`src/rtl/tile_map_pkg.sv`:
```
// Shared types and helpers for the tile map editor: grid defaults, FSM encoding
// and the (h,v) -> walkability bit index mapping.
package tile_map_pkg;

    localparam int HTILES_DEF = 10;
    localparam int VTILES_DEF = 6;
    localparam logic [HTILES_DEF*VTILES_DEF-1:0] DEFAULT_MAP_DEF = {HTILES_DEF*VTILES_DEF{1'b1}};

    typedef enum logic [1:0] {
        LOCKED = 2'd0,
        EDIT   = 2'd1,
        CLEAR  = 2'd2
    } state_e;

    // Row-major: row v occupies bits [v*htiles +: htiles].
    function automatic int tile_index(input int h, input int v, input int htiles);
        return v * htiles + h;
    endfunction

endpackage

```
`src/rtl/tile_map_editor_cursor_wrap_counter.sv`:
```
// One cursor axis: inc/dec pulses step a 0..MAX counter that wraps at both ends.
// Simultaneous inc and dec cancel out.
module cursor_wrap_counter #(
    parameter int MAX = 9
) (
    input  logic       clk1hz,
    input  logic       rst,
    input  logic       en,
    input  logic       inc,
    input  logic       dec,
    output logic [3:0] val
);

    logic [3:0] val_q;
    logic [3:0] val_d;

    always_comb begin
        val_d = val_q;
        if (en && (inc != dec)) begin
            if (inc) begin
                val_d = (val_q == 4'(MAX)) ? 4'd0 : val_q + 4'd1;
            end else begin
                val_d = (val_q == 4'd0) ? 4'(MAX) : val_q - 4'd1;
            end
        end
    end

    always_ff @(posedge clk1hz) begin
        if (rst) begin
            val_q <= 4'd0;
        end else begin
            val_q <= val_d;
        end
    end

    assign val = val_q;

endmodule

```
`src/rtl/tile_map_editor.sv`:
```
// Tile walkability map editor driven by slow-tick button pulses; owns the map,
// the edit cursor and the LED row view. Optional build macro: CURSOR_BLINK_EN.
module tile_map_editor
    import tile_map_pkg::*;
#(
    parameter int HTILES = HTILES_DEF,
    parameter int VTILES = VTILES_DEF,
    parameter logic [HTILES*VTILES-1:0] DEFAULT_MAP = {HTILES*VTILES{1'b1}}
) (
    input  logic                     clk1hz,
    input  logic                     rst,
    input  logic                     edit_en,
    input  logic                     up_p,
    input  logic                     down_p,
    input  logic                     left_p,
    input  logic                     right_p,
    input  logic                     toggle_p,
    input  logic                     clear_p,
    input  logic [3:0]               curAh,
    input  logic [3:0]               curAv,
    input  logic [3:0]               curBh,
    input  logic [3:0]               curBv,
    output logic [HTILES*VTILES-1:0] walk_able,
    output logic [3:0]               cur_h,
    output logic [3:0]               cur_v,
    output logic [HTILES-1:0]        row_leds,
    output logic                     busy,
    output logic                     blocked,
    output logic [7:0]               edit_count
);

    localparam int IDX_W = $clog2(HTILES * VTILES);
    localparam int CNT_W = (VTILES > 1) ? $clog2(VTILES) : 1;

    state_e                    state_q, state_d;
    logic [HTILES*VTILES-1:0]  walk_able_q, walk_able_d;
    logic [CNT_W-1:0]          row_cnt_q, row_cnt_d;
    logic [7:0]                edit_count_q, edit_count_d;
    logic                      blocked_q, blocked_d;

    logic                      move_en;
    logic [IDX_W-1:0]          cur_idx;
    logic                      cur_tile;
    logic                      hit_a;
    logic                      hit_b;

    // Moves are suppressed in the cycle a clear is accepted.
    assign move_en = (state_q == EDIT) && edit_en && !clear_p;

    cursor_wrap_counter #(.MAX(HTILES - 1)) u_cur_h (
        .clk1hz (clk1hz),
        .rst    (rst),
        .en     (move_en),
        .inc    (right_p),
        .dec    (left_p),
        .val    (cur_h)
    );

    cursor_wrap_counter #(.MAX(VTILES - 1)) u_cur_v (
        .clk1hz (clk1hz),
        .rst    (rst),
        .en     (move_en),
        .inc    (down_p),
        .dec    (up_p),
        .val    (cur_v)
    );

    assign cur_idx  = IDX_W'(tile_index(int'(cur_h), int'(cur_v), HTILES));
    assign cur_tile = walk_able_q[cur_idx];
    assign hit_a    = (curAh == cur_h) && (curAv == cur_v);
    assign hit_b    = (curBh == cur_h) && (curBv == cur_v);

    always_comb begin
        state_d      = state_q;
        walk_able_d  = walk_able_q;
        row_cnt_d    = row_cnt_q;
        edit_count_d = edit_count_q;
        blocked_d    = 1'b0;
        case (state_q)
            LOCKED: begin
                if (edit_en) state_d = EDIT;
            end
            EDIT: begin
                if (!edit_en) begin
                    state_d = LOCKED;
                end else if (clear_p) begin
                    state_d   = CLEAR;
                    row_cnt_d = '0;
                end else if (toggle_p) begin
                    // Blocking a tile under a player is refused; unblocking is always fine.
                    if (cur_tile && (hit_a || hit_b)) begin
                        blocked_d = 1'b1;
                    end else begin
                        walk_able_d[cur_idx] = ~cur_tile;
                        if (edit_count_q != 8'hFF) edit_count_d = edit_count_q + 8'd1;
                    end
                end
            end
            CLEAR: begin
                for (int h = 0; h < HTILES; h++) begin
                    walk_able_d[IDX_W'(tile_index(h, int'(row_cnt_q), HTILES))] =
                        DEFAULT_MAP[IDX_W'(tile_index(h, int'(row_cnt_q), HTILES))];
                end
                if (row_cnt_q == CNT_W'(VTILES - 1)) begin
                    edit_count_d = 8'd0;
                    state_d      = edit_en ? EDIT : LOCKED;
                end else begin
                    row_cnt_d = row_cnt_q + 1'b1;
                end
            end
            default: state_d = LOCKED;
        endcase
    end

    always_ff @(posedge clk1hz) begin
        if (rst) begin
            state_q      <= LOCKED;
            walk_able_q  <= DEFAULT_MAP;
            row_cnt_q    <= '0;
            edit_count_q <= 8'd0;
            blocked_q    <= 1'b0;
        end else begin
            state_q      <= state_d;
            walk_able_q  <= walk_able_d;
            row_cnt_q    <= row_cnt_d;
            edit_count_q <= edit_count_d;
            blocked_q    <= blocked_d;
        end
    end

`ifdef CURSOR_BLINK_EN
    logic blink_q, blink_d;

    assign blink_d = ~blink_q;

    always_ff @(posedge clk1hz) begin
        if (rst) begin
            blink_q <= 1'b0;
        end else begin
            blink_q <= blink_d;
        end
    end

    always_comb begin
        row_leds = '0;
        for (int h = 0; h < HTILES; h++) begin
            row_leds[h] = walk_able_q[IDX_W'(tile_index(h, int'(cur_v), HTILES))];
            if (4'(h) == cur_h) row_leds[h] = row_leds[h] ^ blink_q;
        end
    end
`else
    always_comb begin
        row_leds = '0;
        for (int h = 0; h < HTILES; h++) begin
            row_leds[h] = walk_able_q[IDX_W'(tile_index(h, int'(cur_v), HTILES))];
        end
    end
`endif

    assign walk_able  = walk_able_q;
    assign busy       = (state_q == CLEAR);
    assign blocked    = blocked_q;
    assign edit_count = edit_count_q;

endmodule

```
`config.mk`:
```
export PLATFORM = sky130hd
export DESIGN_NAME = tile_map_editor
export DESIGN_NICKNAME = d
export VERILOG_FILES = /design/src/rtl/tile_map_pkg.sv /design/src/rtl/tile_map_editor_cursor_wrap_counter.sv /design/src/rtl/tile_map_editor.sv
export SDC_FILE = /design/constraint.sdc
export NUM_CORES = 1
export LEC_CHECK = 0
export BUFFER_PORTS_ARGS = -buffer_cell sky130_fd_sc_hd__buf_2
export CORE_MARGIN = 5
export CORE_UTILIZATION = 35
export DETAILED_ROUTE_END_ITERATION = 10
export PLACE_DENSITY = 0.57
export SKIP_CTS_REPAIR_TIMING = 1
export SYNTH_ARGS = -nofsm -noshare
export SYNTH_HDL_FRONTEND = slang
export SYNTH_SLANG_ARGS = --single-unit
```
`constraint.sdc`:
```
create_clock -name clk1hz -period 5.5 [get_ports clk1hz]
set_input_delay 1.65 -clock clk1hz [delete_from_list [all_inputs] [get_ports clk1hz]]
set_output_delay 1.65 -clock clk1hz [all_outputs]
set_load 0.01 [all_outputs]
```
==> flow_metrics.env <==
export IMPL_status="completed"
export IMPL_row_count=56
export IMPL_p_comb_share_pct=18.0
export IMPL_p_per_area_nw_per_um2=168
export IMPL_ys_types=75
export IMPL_ir_drop_uv=192
export IMPL_p_total_mw=1.60
export IMPL_async_flop_share_pct=0
export IMPL_fin_crit_sh_pct=94.0
export IMPL_fmax_ghz=0.193
export IMPL_dieHeight_um=165
export IMPL_synth_simple_area_share_pct=19.8
export IMPL_slew_headroom_pct=17.5
export IMPL_holdPathStages=2
export IMPL_cp_end_kind="output pin"
export IMPL_critPathRequiredTime_ns=3.85
export IMPL_ios=113
export IMPL_cts_buffers=9
export IMPL_dp_hpwl_mm=22.6
export IMPL_grt_start_max_net_pins=47
export IMPL_area_delta_synth_final_pct=13.1
export IMPL_port_buffers=112
export IMPL_cts_max_level=3
export IMPL_crit_arrival_ns=3.52
export IMPL_startpoint_type="flop"
export IMPL_routedWlPerCell_um=23.1
export IMPL_root_buffer="clkbuf_16"
export IMPL_fin_nets=1055
export IMPL_dieArea_um2=27200
export IMPL_fin_worst_skew_ns=0.0111
export IMPL_worstSkewPairLatency_ns=0.35
export IMPL_num_vias=8361
export IMPL_internal_power_mw=1.10
export IMPL_clkSinkCount=82
export IMPL_syn_area_per_cell_um2=8.94
export IMPL_yosysSeqAreaShare_pct=19.5
export IMPL_diodes=0
export IMPL_cts_path_max_buffers=2
export IMPL_synth_compound_area_share_pct=19.8
export IMPL_cts_tree="done"
export IMPL_timing_setup_tns_ns=0
export IMPL_netlist_instances=941
export IMPL_initial_core_util_pct=35.7
export IMPL_drive_above_1_share_pct=27.4
export IMPL_clkPwrFrac_pct=40.1
export IMPL_synth_warning_count=0
export IMPL_crit_type="reg -> out"
export IMPL_grt_use_total_pct=22.4
export IMPL_synth_top_family_by_area="multiplexers"
export IMPL_seq_power_share_pct=41.8
export IMPL_finalWeightedCongestion=0.912
export IMPL_finalHoldViolCount=0
export IMPL_path_cells="inv_1 -> ha_1 -> xnor2_1 -> mux4_2 -> mux4_2 -> mux2_2 -> buf_2"
export IMPL_cp_slowest_stage_delay_ns=0.95
export IMPL_switching_share_pct=30.9
export IMPL_synth_adder_area_share_pct=4.11
export IMPL_cpMaxStageDelayCell="xnor2_1"
export IMPL_globalRoute_totalOverflow=0
export IMPL_crit_top_cell="mux4_2"
export IMPL_grt_pass1_wl_mm=47.5
export IMPL_num_fill_cells=2372
export IMPL_drt_iter0_markers=1056
export IMPL_synth_nets=993
export IMPL_die_x_um=165
export IMPL_setup_viol=0
export IMPL_antenna_found_initial=0
export IMPL_avgViaCountPerCell=6.30
export IMPL_holdCritPathClass="reg -> reg"
export IMPL_synth_area_um2=8410
export IMPL_rsz0062_at_grt="no"
export IMPL_cap_violations=0
export IMPL_detail_route_antenna_nets=0
export IMPL_path_clk_slew_ns=0.07
export IMPL_grt_pass1_vias=8032
export IMPL_ys_flop_type="dfxtp_1"
export IMPL_timing_final_crit_period_ns=5.17
export IMPL_synth_edf_count=0
export IMPL_postLayoutCellArea_um2=9510
export IMPL_place_area_um2=9200
export IMPL_ys_ff_latch=82
export IMPL_ff2ff_path_depth=11
export IMPL_p_sw_mw=0.494
export IMPL_drc=0
export IMPL_synth_xor_area_share_pct=6.10
export IMPL_synth_area_mux_share_pct=26.0
export IMPL_first_pass_iters=7
export IMPL_worst_pin_slew_ns=1.23
export IMPL_crit_fanout=13
export IMPL_core_um2=23500
export IMPL_p_leak_nw=3.06
export IMPL_drt_wl_total_mm=30.7
export IMPL_final_max_slew_viol_count=0
-- worst max-delay path: cells and delay by family (launching register included) --
kind	cells	cell delay [ns]
muxes	3	1.18
xor gates and xnor gates	1	0.95
DFF	1	0.52
buffers and inverters	2	0.28
adders and majority gates	1	0.23
-- stage by stage --
stage                     hold WS [ns]  instances  worst slack [ns]  utilization, %
after floorplan                  0.508        941             0.111               -
after global placement           0.490       1311             0.767            39.1
after detailed placement         0.496       1311             0.723            39.1
after CTS                        0.506       1327             0.327            40.4
after global routing             0.551       1327             0.159            40.4
final                            0.509       1327             0.328            40.4
-- placed cells by master (no fill, tap or decap), drive strengths merged, types with 12 or more instances in the layout --
cell | netlist | routed
a21oi | 61 | 61
a221oi | 17 | 17
buf | 35 | 135
dfxtp | 82 | 82
ha | 26 | 26
inv | 10 | 12
mux2 | 17 | 17
mux2i | 35 | 35
mux4 | 73 | 73
nand2 | 57 | 57
nand2b | 13 | 13
nand3 | 16 | 16
nor2 | 105 | 105
nor3 | 35 | 35
nor4 | 27 | 27
o21ai | 40 | 40
or3 | 20 | 20
xnor2 | 22 | 22
xor2 | 30 | 30
-- layout make-up --
class                           instances  area (µm²)  share of cell area, %
Clock buffer                           10         239                   2.51
Clock inverter                          6        71.3                  0.750
Inverter                               11        41.3                  0.434
Multi-Input combinational cell        764        6380                   67.1
Sequential cell                        82        1640                   17.3
Tap cell                              319         399                   4.20
Timing Repair Buffer                  135         733                   7.71
-- synth_stat cells, types with 16 or more instances --
master / instances / area, µm²
xor2_1: 28 / 245
ha_1: 26 / 325
a21oi_1: 61 / 305
mux2i_1: 35 / 350
o21ai_0: 39 / 195
or3_1: 20 / 125
nor3_1: 32 / 160
nand3_1: 16 / 80.1
mux4_2: 73 / 1640
nor2_1: 105 / 394
a221oi_1: 17 / 149
nor4_1: 17 / 106
dfxtp_1: 82 / 1640
nand2_1: 57 / 214
xnor2_1: 21 / 184
clkbuf_1: 49 / 184
buf_2: 19 / 95.1
mux2_2: 17 / 191
-- registers in the layout (all words and copies together) (netlist names) --
register,flops
u_cur_h.val,4
u_cur_v.val,4
walk_able,60
blocked,1
state_q,2
row_cnt_q,3
edit_count,8
-- power groups by stage --
stage | clock network, mW | registers, mW | logic (mW)
CTS | 0.657 | 0.665 | 0.288
detailed placement | 0 | 0.679 | 0.287
finish | 0.640 | 0.668 | 0.288
floorplan | 0 | 0.659 | 0.194
global placement | 0 | 0.680 | 0.285
global route | 0.684 | 0.670 | 0.314
-- cells by family (layout without fill, tap and decap cells) --
family | count (synthesis) | after routing
simple gates | 324 | 324
fa+ha+maj | 27 | 27
xor+xnor | 53 | 53
compound gates | 235 | 235
flops | 82 | 82
mux | 125 | 125
buf+inv | 95 | 162
-- routing by layer --
layer	vias to the layer above	share of wire, %	GRT usage, %	wire length, µm
met5	-	0	0	0
met4	0	3.0	8.13	930
met3	64	8.6	3.39	2640
met2	409	45	35.0	13800
met1	4088	43	31.3	13200
li1	3800	-	-	-
-- path summary, 6_finish.rpt --
kind                                endpoint                         from  slack (ns)
setup / recovery                 row_leds[6]  u_cur_v.val[1]$_SDFFE_PP0P_        0.33
hold / removal    edit_count[0]$_SDFFE_PP0P_   edit_count[0]$_SDFFE_PP0P_        0.51
setup reg to reg  walk_able[18]$_SDFFE_PP1P_  u_cur_v.val[0]$_SDFFE_PP0P_        1.05
hold reg to reg   edit_count[0]$_SDFFE_PP0P_   edit_count[0]$_SDFFE_PP0P_        0.51
No activity file was read; power rests on OpenSTA's default activity.
